$ cat src/rtl/prbs_rx_checker_pkg.sv
// Shared definitions for the PRBS-15 receive checker: FSM states,
// LFSR geometry, sync-pattern framing and small helper functions.
package prbs_rx_checker_pkg;

  typedef enum logic [1:0] {
    ST_HUNT  = 2'd0,
    ST_SEED  = 2'd1,
    ST_CHECK = 2'd2
  } state_t;

  localparam int unsigned PRBS_W      = 15;  // x^15 + x^14 + 1
  localparam int unsigned PRBS_TAP_HI = 14;
  localparam int unsigned PRBS_TAP_LO = 13;
  localparam int unsigned PAT_BYTES   = 4;
  localparam int unsigned BYTE_W      = 8;

  // Byte idx of the 32-bit sync pattern; byte 0 is the most significant.
  function automatic logic [BYTE_W-1:0] pattern_byte(input logic [31:0] pat,
                                                     input logic [1:0]  idx);
    logic [BYTE_W-1:0] b;
    b = '0;
    unique case (idx)
      2'd0: b = pat[31:24];
      2'd1: b = pat[23:16];
      2'd2: b = pat[15:8];
      2'd3: b = pat[7:0];
    endcase
    return b;
  endfunction

  // Number of set bits in a byte (0..8).
  function automatic logic [3:0] popcount8(input logic [BYTE_W-1:0] v);
    logic [3:0] c;
    c = '0;
    for (int unsigned i = 0; i < BYTE_W; i++) c = c + {3'd0, v[i]};
    return c;
  endfunction

endpackage

$ cat src/rtl/prbs_rx_checker_step.sv
// Combinational 8-bit PRBS-15 step. In seed mode the received bits are
// shifted into the register; in check mode the register free-runs on its
// own prediction and each received bit is compared against it.
module prbs15_byte_step
  import prbs_rx_checker_pkg::*;
(
  input  logic [PRBS_W-1:0] state,
  input  logic [BYTE_W-1:0] data,
  input  logic              check_mode,
  output logic [PRBS_W-1:0] next_state,
  output logic [BYTE_W-1:0] err_mask
);

  // Walk the byte MSB first, one LFSR shift per bit.
  always_comb begin
    logic [PRBS_W-1:0] s;
    logic              b;
    logic              pred;
    s        = state;
    err_mask = '0;
    b        = 1'b0;
    pred     = 1'b0;
    for (int unsigned i = 0; i < BYTE_W; i++) begin
      b    = data[BYTE_W-1-i];
      pred = s[PRBS_TAP_HI] ^ s[PRBS_TAP_LO];
      if (check_mode) begin
        err_mask[BYTE_W-1-i] = b ^ pred;
        s = {s[PRBS_W-2:0], pred};
      end else begin
        s = {s[PRBS_W-2:0], b};
      end
    end
    next_state = s;
  end

endmodule

$ cat config.mk
export PLATFORM = sky130hd
export DESIGN_NAME = prbs15_byte_step
export DESIGN_NICKNAME = d
export VERILOG_FILES = /design/src/rtl/prbs_rx_checker_pkg.sv /design/src/rtl/prbs_rx_checker_step.sv
export SDC_FILE = /design/constraint.sdc
export NUM_CORES = 1
export LEC_CHECK = 0
export CORE_UTILIZATION = 30
export DETAILED_ROUTE_END_ITERATION = 7
export PLACE_DENSITY = 0.91
export SLEW_MARGIN = 25
export SYNTH_ARGS = -nofsm -noshare
export SYNTH_HDL_FRONTEND = slang
export SYNTH_SLANG_ARGS = --single-unit
$ cat constraint.sdc
create_clock -name vclk -period 0.9
set_input_delay 0.09 -clock vclk [all_inputs]
set_output_delay 0.09 -clock vclk [all_outputs]
set_load 0.03 [all_outputs]
==> out/qor.yml, run 1 <==
outcome: "complete, but fails checks"
violations: "negative setup slack"
yosysWarnings: 0
ir_drop_v: 0.000450
synth_largest_area_cell: "mux2i_1"
max-slew-margin-rel_pct: 87.7
cp.required_ns: 0.81
p_int_mw: 0.404
fin_crit_ns: 0.973
track_usage_pct: 18.4
syn-num-nets: 82
num_vias: 531
grt_pass1_wl_mm: 1.91
first_pass_iters: 4
finalMaxSlewViolations: 0
overflow: 0
hold_buffers: 0
path_cells: "buf_8 -> buf_6 -> buf_12 -> nand2_1 -> mux2i_2 -> buf_4"
drc_errors: 0
nClkBuffers: 0
layout-drive-gt1-share_pct: 77.1
initial_core_util_pct: 33.8
drv_cap: 0
cp.arrival_ns: 0.88
die_h_um: 38.3
die_area_mm2: 0.00147
syn_avg_cell_area_um2: 6.82
place_congestion: 0.628
path_class: "primary input to output port"
comb_power_share_pct: 100.0
final_common_cell: "buf_4"
first_global_vias: 453
synth_top_area_share_pct: 20.3
routedWlPerCell_um: 13.7
wirelength_mm: 1.51
drt_iter0_markers: 10
die-width_um: 38.3
slowest_stage: "buf_4"
hold_path_class: "primary input to output port"
crit_fanout: 16
ant_nets: 0
rsz0062_at_grt: "yes"
fin_nets: 122
area.growth.synth_to_final_pct: 153
worst_slack_ns: -0.0728
power_leakage_nw: 0.462
synth_cells: 58
fp-row-count: 12
cp_slowest_stage_delay_ns: 0.19
min_period_over_period_pct: 108
antenna_cells: 0
hold_viol: 0
mostFrequentLayoutCells: "20 x buf_4, 15 x buf_6, 8 x mux2i_2, 8 x a21oi_2"
yosys.cell_types.count: 10
power_density_mw_per_mm2: 780
grt_max_degree: 17
place.port_buffers: 35
ys_seq_area_share_pct: 0
antenna_found_initial: 0
switching_power_mw: 0.377
yosys-top-cells-area: "mux2i_1 20%, xnor2_1 18%, buf_4 13%"
seqCellArea_um2: 0
place.detailed.hpwl_um: 952
finalPower_mw: 0.781
syn-cell-area_um2: 395
start_kind: "primary input"
switching_share_pct: 48.2
fmax_mhz: 1030
seq_cell_count: 0
via_per_inst: 4.83
tightest_slew_ns: 0.180
critPathCaptureType: "output port"
dp_slack_ns: -0.524
report.final.setup_viol: 6
core-area_mm2: 0.00117
seqPwrFrac_pct: 0
p_clk_share_pct: 0
ioPinCount: 47
==> power groups by stage <==
stage               registers [mW]  logic [mW]  clock network (mW)
CTS                              0       0.722                   0
global route                     0       0.817                   0
global placement                 0       0.611                   0
detailed placement               0       0.624                   0
floorplan                        0       0.408                   0
finish                           0       0.781                   0
==> layer usage <==
| layer | vias up | share of wire, % | track usage (%) |
|---|---|---|---|
| li1 | 260 | - | - |
| met1 | 248 | 35 | 17.4 |
| met2 | 23 | 61 | 39.4 |
| met3 | 0 | 4.1 | 1.74 |
| met4 | 0 | 0 | 5.36 |
| met5 | - | 0 | 0 |
==> kinds of logic (layout without fill, tap and decap cells) <==
group,after synthesis,after routing,share of synthesized area [%]
AO/OA/AOI/OAI,8,8,10.1
XOR/XNOR,8,8,17.7
buffers and inverters,10,48,22.8
multiplexers,8,8,20.3
AND/OR/NAND/NOR,24,24,29.1
==> timing repair <==
item,4_1_cts,5_1_grt
endpoints found under the setup margin,16,14
gates cloned,0,0
pin swaps,10,2
gates resized for setup,97,13
buffers inserted,2,0
==> final timing paths <==
check | from | endpoint | slack, ns | cells past startpoint
max | check_mode | err_mask[2] | -0.07 | 6
min | state[5] | next_state[13] | 0.18 | 0
==> critical path, delay by kind of cell <==
family                 cells  cell delay [ns]
buffers and inverters      4             0.53
multiplexers               1             0.17
AND/OR/NAND/NOR            1             0.08
==> layout make-up <==
class	instances	area, um^2
fillers	62	169
multi-input cells	48	539
well taps	14	17.5
repair buffers	48	445
==> per-stage QoR <==
step / util [%] / hold WS [ns] / setup TNS (ns) / cell area [um^2] / instances
global placement: 67.1 / 0.180 / -6.34 / 786 / 108
global route: 85.6 / 0.180 / -0.528 / 1000 / 110
finish: 85.6 / 0.180 / -0.289 / 1000 / 110
CTS: 79.8 / 0.180 / -0.0817 / 935 / 110
detailed placement: 67.1 / 0.180 / -6.77 / 786 / 108
floorplan: - / 0.312 / -0.223 / 455 / 58
==> synth_stat cells <==
cell / instances
mux2i_1: 8
xnor2_1: 8
or2b_1: 4
nand2b_1: 4
a21oi_1: 8
buf_8: 1
nand2_1: 8
nor2_1: 8
buf_4: 7
buf_6: 2
(Power assumes the default switching activity.)
==> run 2, diff against run 1 <==
Settings changed: CORE_UTILIZATION 30 to 28, PLACE_DENSITY 0.91 to 0.86, RECOVER_POWER set to 100.
Clock period 0.9 ns to 0.94 ns, I/O delays scaled along.
==> run 2 against run 1 <==
Effect of this change: the flow still finishes with violations (negative setup slack); final cell count is 1.8% lower; worst setup slack better by 0.052 ns; count of clock-buffer cells in the layout stayed put; utilization is 12 points lower; combinational power is 13% lower; critical path depth is 1 lower; global-route usage is 0.61 points lower; first-iteration DRC count is 90% lower; critical path type unchanged; largest cell class unchanged; largest power group unchanged.
==> out/qor.yml, run 2 (synthesis gave the netlist of run 1 again) <==
outcome: "complete, but fails checks"
violations: "negative setup slack"
ioPinCount: 47  # unchanged
grt_max_degree: 7  # -10
via_per_inst: 4.73  # -2.0%
hold_viol: 0  # unchanged
fillers: 109  # +76%
track_usage_pct: 17.8  # -0.61 points
die_area_mm2: 0.00157  # +6.7%
overflow: 0  # unchanged
antenna_cells: 0  # unchanged
drv_cap: 0  # unchanged
place.port_buffers: 35  # unchanged
grt_pass1_wl_mm: 1.96  # +2.5%
fin_crit_ns: 0.961
switching_share_pct: 49.5  # +1.3 points
fmax_mhz: 1040
finalPower_mw: 0.677  # -13%
hold_buffers: 0  # unchanged
start_kind: "primary input"
comb_power_share_pct: 100.0  # about the same
die-width_um: 39.6  # +3.3%
wirelength_mm: 1.29  # -15%
crit_path_end: "err_mask[7]"
power_density_mw_per_mm2: 710  # -9.0%
cp.required_ns: 0.85  # +0.04 ns
drt_iter0_markers: 1  # -9
num_vias: 511  # -3.8%
final_common_cell: "buf_4"
place_congestion: 0.618  # -1.6%
area.growth.synth_to_final_pct: 141
min_period_over_period_pct: 102
crit_start: "check_mode"
worst_slack_ns: -0.0209  # +0.0519 ns
crit_fanout: 5  # -11
seqPwrFrac_pct: 0  # unchanged
post_cts_buffers: 0  # -2
multi_input_area_um2: 507  # -6.0%
die_h_um: 39.6  # +3.3%
cp.arrival_ns: 0.87  # about the same
path_class: "primary input to output port"
mostFrequentLayoutCells: "14 x buf_4, 8 x nand2_1, 8 x mux2i_2, 8 x buf_2, 6 x nor2_1"
critPathCaptureType: "output port"
fin_nets: 119  # -2.5%
tightest_slew_ns: 0.366  # +0.185 ns
initial_core_util_pct: 30.4  # -3.4 points
place.detailed.hpwl_um: 795  # -16%
finalMaxSlewViolations: 0  # unchanged
final_area_um2: 953  # -4.9%
switching_power_mw: 0.335  # -11%
max-slew-margin-rel_pct: 75.7  # -12 points
first_global_vias: 478  # +5.5%
power_leakage_nw: 0.439  # -4.9%
drc_errors: 0  # unchanged
dp_slack_ns: -0.444  # +0.0797 ns
rsz0062_at_grt: "yes"
seq_cell_count: 0  # unchanged
nClkBuffers: 0  # unchanged
p_int_mw: 0.342  # -16%
fp-row-count: 13  # +1
report.final.setup_viol: 4  # -2
antenna_found_initial: 0  # unchanged
seqCellArea_um2: 0  # unchanged
first_pass_iters: 2  # -2
ir_drop_v: 0.000375  # -17%
p_clk_share_pct: 0  # unchanged
layout-drive-gt1-share_pct: 71.0  # -6.1 points
ant_nets: 0  # unchanged
core-area_mm2: 0.00130  # +11%
placed_cell_area_um2: 722  # -8.1%
routedWlPerCell_um: 11.9  # -13%
hold_path_class: "primary input to output port"
==> run 2: cell count changes in the layout (fill, tap and decap cells not counted), sizes merged <==
cell and delta:
dlygate4sd2 -2, buf -11, clkbuf +5, clkdlybuf4s15 +5
==> run 2: power groups by stage <==
| stage | sequential, mW | clock, mW | combinational [mW] |
|---|---|---|---|
| 4_1_cts | 0 | 0 | 0.647 |
| 6_report | 0 | 0 | 0.677 |
| 2_1_floorplan | 0 | 0 | 0.374 |
| 3_5_place_dp | 0 | 0 | 0.544 |
| 3_3_place_gp | 0 | 0 | 0.539 |
| 5_1_grt | 0 | 0 | 0.714 |
==> run 2: area by class of cell <==
cell class                      count  area share (%)
Tap cell                           15            1.97
Multi-Input combinational cell     48            53.1
Timing Repair Buffer               45            44.9
==> run 2: timing repair <==
| action | 4_1_cts | 5_1_grt |
|---|---|---|
| gates resized for setup | 88 | 17 |
| pin swaps | 9 | 4 |
| endpoints found under the hold margin | 0 | 0 |
| cloned | 4 | 0 |
| setup endpoints to repair | 16 | 9 |
==> run 2: worst min path at each step <==
stage | from | slack, ns | endpoint | cells past startpoint
floorplan | state[2] | 0.32 | next_state[10] | 1
global placement | state[3] | 0.19 | next_state[11] | 0
detailed placement | state[3] | 0.19 | next_state[11] | 0
CTS | state[3] | 0.19 | next_state[11] | 0
global route | state[0] | 0.19 | next_state[8] | 0
finish | state[1] | 0.19 | next_state[9] | 0
==> run 2: routing by layer <==
metal	global-route usage [%]	vias to the layer above	routed length [um]
met2	37.7	22	743
met3	0	2	87
li1	-	255	-
met1	18.8	232	453
met5	0	-	0
met4	3.45	0	6
==> run 2: per-stage QoR <==
stage | cells | setup TNS, ns | hold WS [ns] | util [%]
2_1_floorplan | 58 | 0 | 0.320 | -
3_3_place_gp | 105 | -6.12 | 0.188 | 55.5
3_5_place_dp | 105 | -6.27 | 0.188 | 55.5
4_1_cts | 108 | -0.0384 | 0.188 | 70.0
5_1_grt | 108 | -0.209 | 0.188 | 73.3
6_report | 108 | -0.0512 | 0.188 | 73.3
==> run 2: critical path, cell delays in order <==
cell and delay (ns):
buf_8 0.09, buf_8 0.11, or2b_1 0.23, mux2i_2 0.15, buf_4 0.18
==> run 3, diff against run 2 <==
Settings changed: CORE_UTILIZATION 28 to 30, PLACE_DENSITY 0.86 to 0.91.
Clock period 0.94 ns to 1.15 ns, I/O delays scaled along.
==> run 3 against run 2 <==
Effect of this change: the flow now finishes without violations; wire length shrank 21%; worst setup slack gained 0.064 ns; via count shrank 10%; largest cell class unchanged; critical endpoint is now err_mask[4].
==> out/qor.yml, run 3 (synthesis gave the netlist of run 1 again) <==
outcome: "completed"
wirelength_mm: 1.02  # -21%
comb_power_share_pct: 100.0  # about the same
start_kind: "primary input"
rsz0062_at_grt: "no"
place_congestion: 0.560  # -9.4%
antenna_found_initial: 0  # unchanged
overflow: 0  # unchanged
dp_slack_ns: -0.342  # +0.102 ns
fp-row-count: 12  # -1
routedWlPerCell_um: 10.2  # -15%
whs_path_depth: 0  # unchanged
cp.arrival_ns: 0.99  # +0.12 ns
min_period_over_period_pct: 96.3
die-width_um: 38.3  # -3.2%
fmax_mhz: 903
first_global_vias: 386  # -19%
ant_nets: 0  # unchanged
critPathCaptureType: "output port"
seqPwrFrac_pct: 0  # unchanged
ioPinCount: 47  # unchanged
hold_path_class: "primary input to output port"
seqCellArea_um2: 0  # unchanged
hold_viol: 0  # unchanged
via_per_inst: 4.59  # -3.0%
switching_power_mw: 0.222  # -34%
die_h_um: 38.3  # -3.2%
track_usage_pct: 13.5  # -4.3 points
place.detailed.hpwl_um: 852  # +7.2%
num_vias: 459  # -10%
hold_end: "next_state[12]"
grt_pass1_wl_mm: 1.46  # -26%
final_area_um2: 662  # -31%
path_class: "primary input to output port"
tightest_slew_ns: 0.374  # +0.00823 ns
fin_nets: 112  # -5.9%
drc_errors: 0  # unchanged
ir_drop_v: 0.000243  # -35%
p_int_mw: 0.161  # -53%
place.port_buffers: 35  # unchanged
seq_cell_count: 0  # unchanged
die_area_mm2: 0.00147  # -6.3%
finalMaxSlewViolations: 0  # unchanged
drv_cap: 0  # unchanged
power_leakage_nw: 0.379  # -14%
max-slew-margin-rel_pct: 75.2  # -0.55 points
fin_crit_ns: 1.11
area.growth.synth_to_final_pct: 67.4
hold_buffers: 0  # unchanged
first_pass_iters: 4  # +2
grt_max_degree: 16  # +9
final_common_cell: "clkbuf_2"
p_clk_share_pct: 0  # unchanged
hold_path.startpoint: "state[4]"
switching_share_pct: 58.0  # +8.5 points
crit_fanout: 2  # -3
layout-drive-gt1-share_pct: 34.9  # -36 points
power_density_mw_per_mm2: 579  # -18%
mostFrequentLayoutCells: "13 x clkbuf_2, 9 x buf_4"
placed_cell_area_um2: 653  # -9.5%
report.final.setup_viol: 0  # -4
drt_iter0_markers: 3  # +2
nClkBuffers: 0  # unchanged
initial_core_util_pct: 33.8  # +3.4 points
core-area_mm2: 0.00117  # -10%
worst_slack_ns: 0.0427  # +0.0636 ns
antenna_cells: 0  # unchanged
cp.required_ns: 1.03  # +0.18 ns
[run 3: stage by stage]
step                std cells  power (mW)  hold WS [ns]  TNS [ns]  utilization (%)
finish                    100       0.383         0.230         0             56.5
global route              100       0.412         0.230         0             56.5
CTS                       100       0.411         0.230         0             59.7
detailed placement        100       0.400         0.230     -4.53             55.8
global placement          100       0.393         0.230     -3.82             55.8
floorplan                  58       0.276         0.362         0                -
[run 3: per-layer routing]
layer | part of all wire, % | wire (um) | GRT usage (%) | vias to the layer above
met5 | 0 | 0 | 0 | -
met3 | 12 | 118 | 1.74 | 0
met4 | 0 | 0 | 0 | 0
met1 | 35 | 354 | 14.0 | 191
li1 | - | - | - | 239
met2 | 54 | 547 | 28.8 | 29
[run 3: layout make-up]
class	count	area, um^2
timing repair buffer	38	287
multi-input combinational	48	358
tap	14	17.5
fill	127	509
[run 3: what timing repair did]
action,4_1_cts,5_1_grt
cloned,0,0
setup buffers,0,0
gates resized for setup,25,17
endpoints found under the setup margin,16,11
pin swaps,5,6
hold endpoints to repair,0,0
[run 3: worst max-delay path by stage]
stage                        endpoint  slack [ns]  depth (start not counted)  startpoint
final                     err_mask[4]        0.04                          4   state[10]
after global routing      err_mask[4]       0.005                          4   state[10]
after CTS                 err_mask[6]       0.002                          4   state[13]
after detailed placement  err_mask[2]       -0.34                          5  check_mode
after global placement    err_mask[2]       -0.29                          5  check_mode
after floorplan           err_mask[0]        0.12                          2    state[6]
[run 3: power groups by stage]
stage	logic [mW]	registers [mW]	clock network (mW)
after CTS	0.411	0	0
after global placement	0.393	0	0
after global routing	0.412	0	0
final	0.383	0	0
after detailed placement	0.400	0	0
after floorplan	0.276	0	0
[run 3: worst max-delay path: stages]
cell	delay (ns)
clkdlybuf4s15_1	0.23
xnor2_1	0.24
mux2i_1	0.22
buf_4	0.18
